### src/rtl/dog_diff_engine.sv
// Purpose: difference-of-Gaussians stage; NUM_SCALES planes in, NUM_SCALES-1 adjacent-scale difference lanes out.
// Latency: one register stage from a read-return beat to the output FIFO; the FIFO is show-ahead.
// Backpressure: reads are limited to FIFO_DEPTH outstanding, so wr_ready_i stalls can never overflow the FIFO.
// Ports: clk/rst (async, active-high); start, mode_i, thresh_i control a frame;
//        rd_valid_o/rd_addr_o issue shared reads, rd_valid_in/rd_data_in return per-plane data;
//        wr_valid_o/wr_ready_i/wr_addr_o/wr_data_o write results; feat_cnt_o, busy_o, err_o, done report status.
module dog_diff_engine #(
    parameter int NUM_SCALES = 3,
    parameter int DW         = 8,
    parameter int AW         = 16,
    parameter int NPIX       = 4096,
    parameter int FIFO_DEPTH = 8
) (
    input  logic                         clk,
    input  logic                         rst,
    input  logic                         start,
    input  logic [1:0]                   mode_i,
    input  logic [DW-1:0]                thresh_i,
    output logic                         rd_valid_o,
    output logic [AW-1:0]                rd_addr_o,
    input  logic [NUM_SCALES-1:0]        rd_valid_in,
    input  logic [NUM_SCALES*DW-1:0]     rd_data_in,
    output logic                         wr_valid_o,
    input  logic                         wr_ready_i,
    output logic [AW-1:0]                wr_addr_o,
    output logic [(NUM_SCALES-1)*DW-1:0] wr_data_o,
    output logic [AW:0]                  feat_cnt_o,
    output logic                         busy_o,
    output logic                         err_o,
    output logic                         done
);
    localparam int NL = NUM_SCALES - 1;
    localparam int LW = NL * DW;
    localparam int PW = $clog2(FIFO_DEPTH);
    localparam int CW = PW + 1;
    localparam logic [AW:0]         LP_LAST  = (AW+1)'(NPIX - 1);
    localparam logic [CW-1:0]       LP_DEPTH = CW'(FIFO_DEPTH);
    localparam logic signed [DW:0]  LP_SMAX  = (DW+1)'((1 << (DW-1)) - 1);
    localparam logic signed [DW:0]  LP_SMIN  = ~LP_SMAX;

    typedef enum logic [1:0] {S_IDLE, S_RUN, S_DRAIN, S_DONE} state_t;

    state_t          r_state;
    logic [AW:0]     r_issued;
    logic [CW-1:0]   r_outst;
    logic [AW-1:0]   r_wr_addr;
    logic [AW:0]     r_feat;
    logic            r_err;
    logic [1:0]      r_mode;
    logic [DW-1:0]   r_thresh;
    logic            r_pipe_vld;
    logic [LW-1:0]   r_pipe_dat;
    logic            r_pipe_feat;
    logic [LW-1:0]   r_mem [FIFO_DEPTH];
    logic [PW-1:0]   r_wp;
    logic [PW-1:0]   r_rp;
    logic [CW-1:0]   r_cnt;

    logic            w_req;
    logic            w_pop;
    logic            w_push;
    logic            w_beat;
    logic            w_beat_ok;
    logic            w_start;
    logic [LW-1:0]   w_lane_dat;
    logic            w_feat;

    function automatic logic signed [DW:0] f_diff(input logic [DW-1:0] a, input logic [DW-1:0] b);
        logic signed [DW:0] r;
        r = $signed({1'b0, a}) - $signed({1'b0, b});
        return r;
    endfunction

    // |d| of a DW+1 signed difference of unsigned DW values always fits in DW bits.
    function automatic logic [DW-1:0] f_abs(input logic signed [DW:0] d);
        logic signed [DW:0] m;
        m = d[DW] ? -d : d;
        return m[DW-1:0];
    endfunction

    function automatic logic [DW-1:0] f_map(input logic signed [DW:0] d, input logic [1:0] mode);
        logic [DW-1:0] r;
        case (mode)
            2'd1: begin
                if (d > LP_SMAX)      r = LP_SMAX[DW-1:0];
                else if (d < LP_SMIN) r = LP_SMIN[DW-1:0];
                else                  r = d[DW-1:0];
            end
            2'd2:    r = d[DW] ? '0 : d[DW-1:0];
            default: r = f_abs(d);
        endcase
        return r;
    endfunction

    always_comb begin
        w_lane_dat = '0;
        w_feat     = 1'b0;
        for (int k = 0; k < NL; k++) begin
            w_lane_dat[k*DW +: DW] = f_map(f_diff(rd_data_in[k*DW +: DW], rd_data_in[(k+1)*DW +: DW]), r_mode);
            if (f_abs(f_diff(rd_data_in[k*DW +: DW], rd_data_in[(k+1)*DW +: DW])) >= r_thresh)
                w_feat = 1'b1;
        end
    end

    // Outstanding covers in-flight reads, the pipeline register and FIFO contents,
    // so a request is only issued when a FIFO slot is guaranteed for its beat.
    assign w_req      = (r_state == S_RUN) && (r_issued <= LP_LAST) && (r_outst < LP_DEPTH);
    assign w_pop      = wr_valid_o && wr_ready_i;
    assign w_beat     = |rd_valid_in;
    assign w_beat_ok  = w_beat && (r_state != S_IDLE) && (r_outst != '0);
    assign w_start    = start && (r_state == S_IDLE);
    // Full-FIFO guard only matters after a protocol error injected a surplus beat.
    assign w_push     = r_pipe_vld && ((r_cnt != LP_DEPTH) || w_pop);

    always_ff @(posedge clk or posedge rst) begin
        if (rst) begin
            r_state     <= S_IDLE;
            r_issued    <= '0;
            r_outst     <= '0;
            r_wr_addr   <= '0;
            r_feat      <= '0;
            r_err       <= 1'b0;
            r_mode      <= '0;
            r_thresh    <= '0;
            r_pipe_vld  <= 1'b0;
            r_pipe_dat  <= '0;
            r_pipe_feat <= 1'b0;
        end else begin
            r_pipe_vld  <= w_beat_ok;
            r_pipe_dat  <= w_lane_dat;
            r_pipe_feat <= w_feat;
            if (w_start) begin
                r_state   <= S_RUN;
                r_issued  <= '0;
                r_outst   <= '0;
                r_wr_addr <= '0;
                r_feat    <= '0;
                r_err     <= 1'b0;
                r_mode    <= mode_i;
                r_thresh  <= thresh_i;
            end else begin
                if (w_req)
                    r_issued <= r_issued + 1'b1;
                r_outst <= r_outst + CW'(w_req) - CW'(w_pop);
                if (w_pop)
                    r_wr_addr <= r_wr_addr + 1'b1;
                if (w_push && r_pipe_feat)
                    r_feat <= r_feat + 1'b1;
                // Partial-valid beats are still processed; unexpected beats are dropped.
                if (w_beat && !(w_beat_ok && (&rd_valid_in)))
                    r_err <= 1'b1;
                case (r_state)
                    S_RUN:   if (w_req && (r_issued == LP_LAST)) r_state <= S_DRAIN;
                    S_DRAIN: if (w_pop && ({1'b0, r_wr_addr} == LP_LAST)) r_state <= S_DONE;
                    S_DONE:  r_state <= S_IDLE;
                    default: r_state <= S_IDLE;
                endcase
            end
        end
    end

    always_ff @(posedge clk or posedge rst) begin
        if (rst) begin
            r_wp  <= '0;
            r_rp  <= '0;
            r_cnt <= '0;
            for (int i = 0; i < FIFO_DEPTH; i++)
                r_mem[i] <= '0;
        end else begin
            if (w_push) begin
                r_mem[r_wp] <= r_pipe_dat;
                r_wp        <= r_wp + 1'b1;
            end
            if (w_pop)
                r_rp <= r_rp + 1'b1;
            r_cnt <= r_cnt + CW'(w_push) - CW'(w_pop);
        end
    end

    assign rd_valid_o = w_req;
    assign rd_addr_o  = r_issued[AW-1:0];
    assign wr_valid_o = (r_cnt != '0);
    assign wr_data_o  = r_mem[r_rp];
    assign wr_addr_o  = r_wr_addr;
    assign feat_cnt_o = r_feat;
    assign busy_o     = (r_state != S_IDLE);
    assign err_o      = r_err;
    assign done       = (r_state == S_DONE);

endmodule

### config.mk
export PLATFORM = sky130hd
export DESIGN_NAME = dog_diff_engine
export DESIGN_NICKNAME = d
export VERILOG_FILES = /design/src/rtl/dog_diff_engine.sv
export SDC_FILE = /design/constraint.sdc
export NUM_CORES = 1
export LEC_CHECK = 0
export ABC_AREA = 1
export CELL_PAD_IN_SITES_DETAIL_PLACEMENT = 0
export CELL_PAD_IN_SITES_GLOBAL_PLACEMENT = 1
export CORE_UTILIZATION = 47
export CTS_CLUSTER_DIAMETER = 30
export DETAILED_ROUTE_END_ITERATION = 10
export GPL_TIMING_DRIVEN = 1
export PLACE_DENSITY_LB_ADDON = 0.2
export REMOVE_ABC_BUFFERS = 1
export SETUP_SLACK_MARGIN = 0.05
export SLEW_MARGIN = 20
export SYNTH_ARGS = -nofsm -noshare
export SYNTH_HDL_FRONTEND = slang
export SYNTH_SLANG_ARGS = --single-unit
### constraint.sdc
create_clock -name clk -period 16.38 [get_ports clk]
set_input_delay 4.914 -clock clk [delete_from_list [all_inputs] [get_ports clk]]
set_output_delay 4.914 -clock clk [all_outputs]
set_load 0.03 [all_outputs]
* Yosys cells after proc, flatten, opt, wreduce, memory -nomap -nowiden
Cells that the tools add are included.
** Word-level totals
- Bits in registers :: 223
- Bits of input ports :: 41
- Output and inout port bits :: 70
- Word-level logic and storage cells :: 115
** Operators by class
- Add/subtract/negate cells :: 13
- Magnitude comparators :: 11
- Equality and inequality tests :: 10
- Muxes and demuxes :: 31
- Bitwise operators :: 2
- Reduce and logical (&&, ||, !) cells :: 26
** Operators with widths (count)
- 128-bit bitwise mux :: 1
- 16-bit 2-to-1 mux :: 5
- 17-bit 2-to-1 mux :: 4
- 8-bit 2-to-1 mux :: 8
- 16-bit binary-select mux with 3-bit select :: 1
- 16-bit demux with 3-bit select :: 1
- 17-bit by 1-bit adder with 17-bit output, second input constant :: 2
- 8-bit one-hot mux with 2 select lines :: 2
- 9-bit by 8-bit > comparator with 1-bit output, second input constant :: 2
- 9-bit by 8-bit < comparator with 1-bit output, second input constant :: 2
- 8-bit by 8-bit subtractor with 9-bit output :: 2
- 17-bit by 12-bit equality test with 1-bit output, second input constant :: 1
- 17-bit by 12-bit <= comparator with 1-bit output, second input constant :: 1
- 16-bit by 1-bit adder with 16-bit output, second input constant :: 1
- 16-bit by 12-bit equality test with 1-bit output, second input constant :: 1
- 8-bit greater-or-equal comparator :: 2
- 8-bit negator :: 2
- 1-bit logical AND :: 13
- 2-bit nonzero test :: 5
- 4-bit by 1-bit adder with 4-bit output :: 2
- 4-bit greater-or-equal comparator, second input constant :: 2
- 3-bit inverter with 4-bit output :: 2
- 4-bit nonzero test :: 2
- 4-bit by 1-bit subtractor with 4-bit output :: 2
- 18 further kinds :: 27

* Depth between registers and ports, before layout
Gate-level depths: netlist of the first run.
- Depth in word-level cells :: 8
- Depth in mapped cells :: 20
- Gate-level depth less buffers :: 20

* Worst setup path before layout of the first run
Ideal clock, no wire load.
- Path type :: input to register
- From :: input rd_data_in[8]
- To :: register r_pipe_feat
- Setup time :: 130 ps
- Data arrival time :: 7147 ps
- Required time :: 16250 ps
- Slack :: 9103 ps
- Stages :: 17
- Path buffers :: 0
- Cells stage by stage :: inv_1 -> ha_1 -> inv_1 -> fa_1 -> xor2_1 -> nor3_1 -> nand3_1 -> nor2_1 -> nand2_1 -> nand2_1 -> nand2_1 -> and2_1 -> ha_1 -> a21oi_1 -> o221ai_1 -> nor2_1 -> nand4_1
** Between the ends
- Longest elaborated chain between the ends :: 6
- Elaborated cells between the ends (all ways) :: 10
- Classes of those cells :: 4 x add/sub; 2 x order compare; 4 x mux
** Ends and longest elaborated chain
- start: declaration :: line 22 : input logic [NUM_SCALES*DW-1:0] rd_data_in,
- 8-bit by 8-bit subtractor with 9-bit output :: line 70 : r = $signed({1'b0, a}) - $signed({1'b0, b});
- 8-bit negator :: line 77 : m = d[DW] ? -d : d;
- 8-bit 2-to-1 mux :: line 77
- 8-bit greater-or-equal comparator :: line 100 : if (f_abs(f_diff(rd_data_in[k*DW +: DW], rd_data_in[(k+1)*DW +: DW])) >= r_thresh)
- 1-bit 2-to-1 mux :: line 100
- 1-bit 2-to-1 mux (*) :: line 100
- via w_feat :: line 66 : logic w_feat;
- end signal: assignment :: line 131 : r_pipe_feat <= w_feat;
- end: declaration :: line 53 : logic r_pipe_feat;
Mark *: on every way through the listed nets, which the timed path passes. The rest lies on a longest branch.
A chain may end at the register's enable or synchronous reset.

* Worst setup path after layout of the first run
- From :: register r_rp[0]
- To :: output wr_data_o[0]
** Between the ends
- Longest elaborated chain between the ends :: 4
** Ends and longest elaborated chain
- start: declaration :: line 56 : logic [PW-1:0] r_rp;
- start signal: assignment :: line 175 : r_rp <= r_rp + 1'b1;
- 3-bit inverter with 4-bit output (implied by the code) :: line 183 : assign wr_data_o = r_mem[r_rp];
- 16-bit binary-select mux with 3-bit select :: line 183
- 16-bit 2-to-1 mux (implied by the code) (2 in a row) :: line 183
- end: declaration :: line 26 : output logic [(NUM_SCALES-1)*DW-1:0] wr_data_o,
No other way between the ends. The select of a mux whose other input is x is not followed.

==> results of run 1 <==
sequential cells by signal, indices dropped and copies added, names as in the netlist:
| register | cells |
|---|---|
| err_o | 1 |
| feat_cnt_o | 17 |
| r_cnt | 4 |
| r_issued | 17 |
| r_mem | 128 |
| r_mode | 2 |
| r_outst | 4 |
| r_pipe_dat | 16 |
| r_pipe_feat | 1 |
| r_pipe_vld | 1 |
| r_rp | 3 |
| r_state | 2 |
| r_thresh | 8 |
| r_wp | 3 |
| wr_addr_o | 16 |
power by group:
group / switching (uW) / total [uW] / internal, uW
Sequential: 117 / 881 / 764
Combinational: 835 / 1270 / 435
Clock: 316 / 1110 / 796
layer usage:
metal | global-route usage (%) | part of all wire, %
met2 | 39.39 | 47
met5 | 0 | 0
met1 | 32.49 | 47
met4 | 8.039 | 1.6
met3 | 3.733 | 5.1
cells by family (layout without fill, tap and decap cells):
group,after synthesis,in the layout
compound gates,357,357
simple gates,641,641
flops,223,223
xor+xnor,26,26
fa+ha+maj,63,63
buf+inv,246,389
layout make-up:
| class | instances | share of cell area, % |
|---|---|---|
| inverters | 168 | 4.139 |
| flip-flops and latches | 223 | 36.20 |
| multi-input cells | 1087 | 36.73 |
| clock buffers | 84 | 10.75 |
| well taps | 330 | 2.678 |
| repair buffers | 121 | 7.677 |
| clock inverters | 16 | 1.826 |
per-stage QoR:
step                      util [%]  power [uW]  cell area [um2]
after detailed placement     53.07        2152            13480
after CTS                    60.70        3282            15420
after floorplan                  -        1718            11870
after global placement       53.07        2133            13480
final                        60.70        3263            15420
after global routing         60.70        3501            15420
worst max-delay path, stage by stage, from the launching register on:
cell and delay [ns]:
dfrtp_2 0.39, inv_1 0.39, buf_4 0.54, o21ai_0 0.14, o22ai_1 0.16, nor2_1 0.05
a31oi_1 0.33, clkdlybuf4s50_1 0.75
path summary, 6_finish.rpt:
kind / to / from / slack [ns]
min in group asynchronous: r_mem[115]$_DFFE_PP0P_ / rst / 4.88
hold reg to reg: r_mem[46]$_DFFE_PP0P_ / r_mem[46]$_DFFE_PP0P_ / 0.47
setup / recovery: wr_data_o[0] / r_rp[0]$_DFFE_PP0P_ / 8.16
hold / removal: r_mem[46]$_DFFE_PP0P_ / r_mem[46]$_DFFE_PP0P_ / 0.47
setup reg to reg: r_mem[88]$_DFFE_PP0P_ / r_cnt[2]$_DFF_PP0_ / 13.23
max in group asynchronous: r_mem[70]$_DFFE_PP0P_ / rst / 9.35
cell usage after synthesis (all sizes together), types with 2 or more instances:
master  number  area (um2)
a211oi       2       15.01
a21oi       57       285.3
a31oi       17       106.4
and2         2       12.51
buf         36       229.0
clkbuf      42       157.7
dfrtp      223        5580
fa           4       80.08
ha          59       738.2
inv        167       626.9
nand2      321        1217
nand3       63       330.3
nand3b       3       22.52
nand4       28       206.5
nor2       195       747.0
nor3        23       146.4
nor4         5       37.53
o21a         4       30.03
o21ai      248        1241
o21bai       2       18.77
o22ai       16       100.1
o31ai        6       45.04
xnor2        5       51.30
xor2        21       183.9
==> flow_summary.json, run 1 <==
{
  "die_y_um": 163.5,
  "setup_viol": 0,
  "cts_made_buffers": 55,
  "post_cts_resized": 0,
  "htreeDepth": 2,
  "drtAntennaViolNets": 0,
  "multi_input_area_um2": 5663,
  "worst_r2r_path_depth": 8,
  "seq_area_frac_synth_pct": 45.51,
  "required_ns": 11.47,
  "globalplace.congestion": 0.8603,
  "cts_setup_buffers": 0,
  "path_max_fanout": 50,
  "synth.distinct_cells": 46,
  "port_buffers": 110,
  "drt-pass1-iter-count": 5,
  "wirelength_um": 30940,
  "synth_top_family_by_area": "simple AND/OR/NAND/NOR gates",
  "num_io_pins": 111,
  "grt_pass1_vias": 10470,
  "grt_pass1_wl_um": 51920,
  "antenna_found_initial": 0,
  "worst_setup_path_end_kind": "output port",
  "critPathArrivalTime_ns": 3.31,
  "regArea_um2": 5582,
  "wire_per_inst_um": 15.25,
  "synthMuxAreaShare_pct": 0,
  "whs_ns": 0.4750,
  "p_per_area_nw_per_um2": 211.6,
  "root_buffer": "clkbuf_16",
  "crit_type": "register to output port",
  "drcViolationCount": 0,
  "fin_tns_setup_ns": 0,
  "synthCells": 1556,
  "grtUsageTotal_pct": 24.07,
  "start_kind": "register",
  "clock_skew_ns": 0.01089,
  "core_um2": 25400,
  "hold_buffers": 0,
  "rows": 58,
  "overflow": 0,
  "fin_ws_ns": 8.156,
  "synthXorXnorAreaFrac_pct": 1.919,
  "initial_core_util_pct": 48.27,
  "hold_depth": 2,
  "final_cells": 2029,
  "synth_edf_count": 0,
  "syn_avg_cell_area_um2": 7.880,
  "rsz0062_at_grt": "false",
  "synth-simple-area-share_pct": 22.24,
  "synth_compound_area_share_pct": 15.36,
  "ys_warn_count": 0,
  "dp_hpwl_um": 19650,
  "cts.sinks": 223,
  "clock.fmax_ghz": 0.1216,
  "worst-slew-pin-transition_ns": 0.9833,
  "synth_seq_cells": 223,
  "clk-insertion-delay-late_ns": 0.55,
  "finalHoldViolCount": 0,
  "viasPerCell": 5.284,
  "drive_gt1_share_pct": 7.710,
  "first_iter_violations": 653,
  "hold_path_class": "register to register",
  "async_flop_share_pct": 100.0,
  "period_needed_ns": 8.224,
  "ir_drop_mv": 0.09972,
  "dp.cells": 1929,
  "die_width_um": 163.5,
  "clkTransAtPathRegs_ns": 0.04,
  "outcome": "complete, no violations",
  "netlist_area_um2": 12260,
  "dpl_worst_slack_ns": 8.330,
  "vias": 10720,
  "p_leak_uw": 0.007276,
  "synth_flop_cell": "dfrtp_1",
  "n_fill_cell": 2316,
  "synth_adder_area_share_pct": 6.674,
  "final_common_cell": "nand2_1",
  "slew_headroom_pct": 34.29,
  "grt_max_degree": 88,
  "area_delta_synth_final_pct": 25.76,
  "drv_cap": 0,
  "cts.path.max_buffers": 3,
  "die_area_um2": 26740,
  "fin_crit_sh_pct": 50.21,
  "mostFrequentLayoutCells": "nand2_1, o21ai_0, dfrtp_1",
  "n_antenna_cell": 0,
  "cts_tree": "built",
  "nets": 1760,
  "slew_viol_final": 0
}
Note: power is estimated with default switching activity, not from simulation.
==> run 2, diff against run 1 <==
--- a/config.mk
+++ b/config.mk
@@ -8,7 +8,7 @@
 export ABC_AREA = 1
 export CELL_PAD_IN_SITES_DETAIL_PLACEMENT = 0
 export CELL_PAD_IN_SITES_GLOBAL_PLACEMENT = 1
-export CORE_UTILIZATION = 47
+export CORE_UTILIZATION = 39
 export CTS_CLUSTER_DIAMETER = 30
 export DETAILED_ROUTE_END_ITERATION = 10
 export GPL_TIMING_DRIVEN = 1
==> constraint.sdc (replaced) <==
create_clock -name clk -period 6.92 [get_ports clk]
set_input_delay 2.076 -clock clk [delete_from_list [all_inputs] [get_ports clk]]
set_output_delay 2.076 -clock clk [all_outputs]
set_load 0.03 [all_outputs]
==> run 2 against run 1 <==
Effect of this change:
- the flow now finishes with violations (design-rule violations)
- critical path depth did not move
- sequential power up 140%
- total power grew 150%
- clock skew grew 0.035 ns
- largest power group unchanged
- critical endpoint unchanged
- first-iteration DRC count rose by 5.1%
- sequential share of layout area down 0.77 points
- via count is 0.68% lower
- die area grew 20%
- register-to-register slack worse by 9.4 ns
==> flow_summary.json, run 2 (synthesized netlist as in run 1, its figures left out) <==
{
  "outcome": "complete, but fails checks",
  "violations": "design-rule violations",
  "dpl_worst_slack_ns": 1.656,
  "start_kind": "register",
  "num_io_pins": 111,
  "critPathArrivalTime_ns": 3.19,
  "grt_pass1_vias": 10530,
  "regToRegStartpoint": "r_cnt[2]$_DFF_PP0_",
  "cts_tree": "built",
  "clk-insertion-delay-late_ns": 0.58,
  "startpoint": "r_rp[1]$_DFFE_PP0P_",
  "die_width_um": 179.3,
  "drt-pass1-iter-count": 8,
  "dp.cells": 1996,
  "worst_r2r_path_depth": 8,
  "wire_per_inst_um": 15.27,
  "clock_skew_ns": 0.04573,
  "finalHoldViolCount": 0,
  "post_cts_resized": 0,
  "die_area_um2": 32150,
  "final_cells": 2107,
  "globalplace.congestion": 0.8673,
  "htreeDepth": 2,
  "fin_ws_ns": 1.654,
  "rsz0062_at_grt": "false",
  "drive_gt1_share_pct": 8.650,
  "power_uw": 8017,
  "fin_crit_sh_pct": 76.10,
  "required_ns": 4.84,
  "p_per_area_nw_per_um2": 508.8,
  "rows": 64,
  "drcViolationCount": 6,
  "cts_setup_buffers": 0,
  "endpoint": "wr_data_o[0]",
  "port_buffers": 110,
  "die_y_um": 179.3,
  "hold_buffers": 0,
  "worst_setup_path_end_kind": "output port",
  "vias": 10650,
  "period_needed_ns": 5.266,
  "placed_cell_area_um2": 13580,
  "drtAntennaViolNets": 0,
  "drv_cap": 0,
  "slew_viol_final": 0,
  "mostFrequentLayoutCells": "nand2_1, o21ai_0, dfrtp_1",
  "n_antenna_cell": 0,
  "p_leak_uw": 0.007378,
  "hold_path_class": "register to register",
  "wirelength_um": 32180,
  "cts.path.max_buffers": 3,
  "area_delta_synth_final_pct": 28.50,
  "crit_type": "register to output port",
  "reg2reg_slack_ns": 3.81,
  "grtUsageTotal_pct": 20.77,
  "antenna_found_initial": 0,
  "path_max_fanout": 18,
  "setup_viol": 0,
  "largest_reg_flops": 128,
  "nets": 1765,
  "root_buffer": "clkbuf_16",
  "whs_ns": 0.4761,
  "n_fill_cell": 3029,
  "cts_made_buffers": 59,
  "grt_max_degree": 125,
  "clkTransAtPathRegs_ns": 0.04,
  "grt_pass1_wl_um": 53590,
  "top_register": "r_mem",
  "first_iter_violations": 686,
  "viasPerCell": 5.054,
  "worst-slew-pin-transition_ns": 0.9863,
  "cts.sinks": 223,
  "final_common_cell": "nand2_1",
  "initial_core_util_pct": 39.87,
  "dp_hpwl_um": 20500,
  "overflow": 0,
  "slew_headroom_pct": 34.09,
  "final_area_um2": 15760,
  "ir_drop_mv": 0.2357,
  "clock.fmax_ghz": 0.1899,
  "core_um2": 30750,
  "timing.rr.end": "r_mem[70]$_DFFE_PP0P_"
}
## run 2: worst max-delay path, stage by stage (launching register included)
cell	delay, ns
dfrtp_1	0.37
inv_1	0.56
buf_4	0.37
o21ai_0	0.12
o22ai_1	0.14
nor2_1	0.06
a31oi_1	0.27
clkdlybuf4s50_1	0.73
## run 2: layout make-up
type                            instances  area [um2]  share of cell area [%]
Clock inverter                         34       529.3                   3.359
Sequential cell                       223        5582                   35.43
Tap cell                              396       495.5                   3.145
Timing Repair Buffer                  122        1204                   7.640
Inverter                              168       638.1                   4.050
Multi-Input combinational cell       1087        5663                   35.94
Clock buffer                           77        1644                   10.44
## run 2: through the flow
step	util, %	setup TNS (ns)
finish	51.24	0
global route	51.24	0
CTS	51.24	0
detailed placement	44.17	0
global placement	44.17	0
floorplan	-	-281.45
## run 2: power breakdown
part | internal [uW] | total [uW] | switching, uW
combinational | 1040 | 2980 | 1940
clock | 2070 | 2910 | 838
sequential | 1810 | 2120 | 317
total | 4920 | 8020 | 3100
## run 2: routing by layer
metal	global-route usage [%]	share of wire, %	up-vias
li1	-	-	5338
met5	0	0	-
met2	33.59	46	229
met4	6.443	1.8	0
met3	3.372	3.8	49
met1	28.39	48	5032
## run 2: worst min path at each step
| stage | cells past startpoint | to | from |
|---|---|---|---|
| after floorplan | 2 | r_mem[111]$_DFFE_PP0P_ | r_mem[111]$_DFFE_PP0P_ |
| final | 2 | r_mem[69]$_DFFE_PP0P_ | r_mem[69]$_DFFE_PP0P_ |
| after global routing | 2 | r_mem[83]$_DFFE_PP0P_ | r_mem[83]$_DFFE_PP0P_ |
| after detailed placement | 2 | r_mem[69]$_DFFE_PP0P_ | r_mem[69]$_DFFE_PP0P_ |
| after CTS | 2 | r_mem[69]$_DFFE_PP0P_ | r_mem[69]$_DFFE_PP0P_ |
| after global placement | 2 | r_mem[108]$_DFFE_PP0P_ | r_mem[108]$_DFFE_PP0P_ |
==> run 3, diff against run 2 <==
--- a/config.mk
+++ b/config.mk
@@ -8,7 +8,7 @@
 export ABC_AREA = 1
 export CELL_PAD_IN_SITES_DETAIL_PLACEMENT = 0
 export CELL_PAD_IN_SITES_GLOBAL_PLACEMENT = 1
-export CORE_UTILIZATION = 39
+export CORE_UTILIZATION = 43
 export CTS_CLUSTER_DIAMETER = 30
 export DETAILED_ROUTE_END_ITERATION = 10
 export GPL_TIMING_DRIVEN = 1
==> constraint.sdc (replaced) <==
create_clock -name clk -period 5.01 [get_ports clk]
set_input_delay 1.503 -clock clk [delete_from_list [all_inputs] [get_ports clk]]
set_output_delay 1.503 -clock clk [all_outputs]
set_load 0.03 [all_outputs]
==> run 3 against run 2 <==
Effect of this change:
- the flow now finishes without violations
- sequential power increased by 35%
- largest power group unchanged
- combinational power is 42% higher
- design area down 1.8%
- critical path type unchanged
- utilization is 4.1 points higher
- sequential share of layout area is 0.66 points higher
- worst setup slack worse by 0.97 ns
- wire length fell by 3.3%
- critical path depth stayed put
==> flow_summary.json, run 3 (synthesized netlist as in run 1, its figures left out) <==
{
  "die_y_um": 170.9,
  "fin_tns_setup_ns": 0,
  "hold_path_class": "register to register",
  "initial_core_util_pct": 43.89,
  "vias": 10580,
  "rsz0062_at_grt": "false",
  "regArea_um2": 5582,
  "setup_viol": 0,
  "die_area_um2": 29190,
  "fin_util_pct": 55.37,
  "p_per_area_nw_per_um2": 680.5,
  "outcome": "complete, no violations",
  "fin_ws_ns": 0.6879,
  "holdPathEnd": "r_mem[73]$_DFFE_PP0P_",
  "antenna_found_initial": 1,
  "wirelength_um": 31110,
  "grt_pass1_vias": 10340,
  "drv_cap": 0,
  "core_um2": 27930,
  "regToRegStartpoint": "r_cnt[2]$_DFF_PP0_",
  "post_cts_resized": 0,
  "port_buffers": 110,
  "top_register": "r_mem",
  "overflow": 0,
  "clk-insertion-delay-late_ns": 0.54,
  "n_antenna_cell": 0,
  "root_buffer": "clkbuf_16",
  "first_iter_violations": 710,
  "clkTransAtPathRegs_ns": 0.04,
  "slew_headroom_pct": 46.79,
  "cp_top_family": "buffers and inverters",
  "hold_buffers": 0,
  "timing.rr.end": "r_cnt[2]$_DFF_PP0_",
  "drive_gt1_share_pct": 8.568,
  "drt-pass1-iter-count": 5,
  "globalplace.congestion": 0.8873,
  "critPathSlowestCell": "clkdlybuf4s50_1",
  "reg2reg_slack_ns": 2.43,
  "mostFrequentLayoutCells": "nand2_1, o21ai_0, dfrtp_1",
  "final_common_cell": "nand2_1",
  "start_kind": "register",
  "cts_made_buffers": 51,
  "die_width_um": 170.9,
  "grt_max_degree": 91,
  "htreeDepth": 2,
  "cts.path.max_buffers": 3,
  "grt_pass1_wl_um": 52010,
  "path_max_fanout": 11,
  "cts_tree": "built",
  "area_delta_synth_final_pct": 26.15,
  "crit_buf_inv": 3,
  "power_uw": 10520,
  "hold_depth": 2,
  "cts.sinks": 223,
  "cts_setup_buffers": 0,
  "nets": 1769,
  "worst_setup_path_end_kind": "output port",
  "worst_r2r_path_depth": 15,
  "viasPerCell": 5.083,
  "multi_input_area_um2": 5663,
  "critPathArrivalTime_ns": 2.82,
  "p_leak_uw": 0.007280,
  "slew_viol_final": 0,
  "clock_skew_ns": 0.01575,
  "drcViolationCount": 0,
  "n_fill_cell": 2649,
  "cp_slowest_stage_delay_ns": 0.73,
  "ir_drop_mv": 0.2751,
  "drtAntennaViolNets": 0,
  "largest_reg_flops": 128,
  "hp-start": "r_mem[73]$_DFFE_PP0P_",
  "finalHoldViolCount": 0,
  "wire_per_inst_um": 14.94,
  "num_io_pins": 111,
  "dp_hpwl_um": 19960,
  "fin_crit_sh_pct": 86.27,
  "worst-slew-pin-transition_ns": 0.7973,
  "rows": 61,
  "path_cells": "inv_1 -> buf_4 -> o21ai_0 -> o22ai_1 -> nor2_1 -> a31oi_1 -> clkdlybuf4s50_1",
  "crit_type": "register to output port",
  "required_ns": 3.51,
  "clock.fmax_ghz": 0.2314,
  "period_needed_ns": 4.322,
  "dpl_worst_slack_ns": 0.3959,
  "grtUsageTotal_pct": 22.20
}
run 3: cell count changes in the layout (fill, tap and decap cells not counted), moves of 2 or more:
cell        change
buf_4          +12
clkinvlp_4      -3
clkbuf_16       -6
clkinv_2        +2
bufinv_16       -4
clkbuf_1        -4
run 3: metrics by stage:
step           instances  instance area [um2]  hold WS [ns]
2_1_floorplan       1478                11870        0.4478
3_3_place_gp        1990                13660        0.4604
3_5_place_dp        1990                13660        0.4682
4_1_cts             2082                15470        0.4798
5_1_grt             2082                15470        0.4944
6_report            2082                15470        0.4770
run 3: worst max-delay path by stage:
stage	startpoint	endpoint	slack (ns)	cells after the start
CTS	r_rp[1]$_DFFE_PP0P_	wr_data_o[5]	0.61	7
detailed placement	rd_data_in[8]	r_pipe_feat$_DFF_PP0_	0.40	21
finish	r_rp[1]$_DFFE_PP0P_	wr_data_o[5]	0.69	7
floorplan	rst	err_o$_DFFE_PP0P_	-2.60	1
global placement	rd_data_in[8]	r_pipe_feat$_DFF_PP0_	0.41	18
global route	r_rp[1]$_DFFE_PP0P_	wr_data_o[5]	0.49	7
run 3: cell type report:
class                   instances  area share, %
well taps                     378          3.058
inverters                     168          4.126
multi-input cells            1087          36.62
clock buffers                  66          9.473
flip-flops and latches        223          36.09
repair buffers                134          8.430
clock inverters                26          2.209
run 3: power breakdown:
part           internal, uW  switching, uW
combinational          1490           2750
clock                  2400           1020
sequential             2500            377
total                  6380           4140
run 3: tightest hold or removal path: stages (launching register included):
cell	delay, ns
dfrtp_1	0.33
nand2_1	0.05
o21ai_0	0.06
run 3: per-layer routing:
layer  vias to the layer above  wire (um)  track usage [%]
li1                       5332          -                -
met1                      4973      14690            30.00
met2                       223      14580            36.65
met3                        54       1281            3.447
met4                         0        563            6.793
met5                         -          0                0
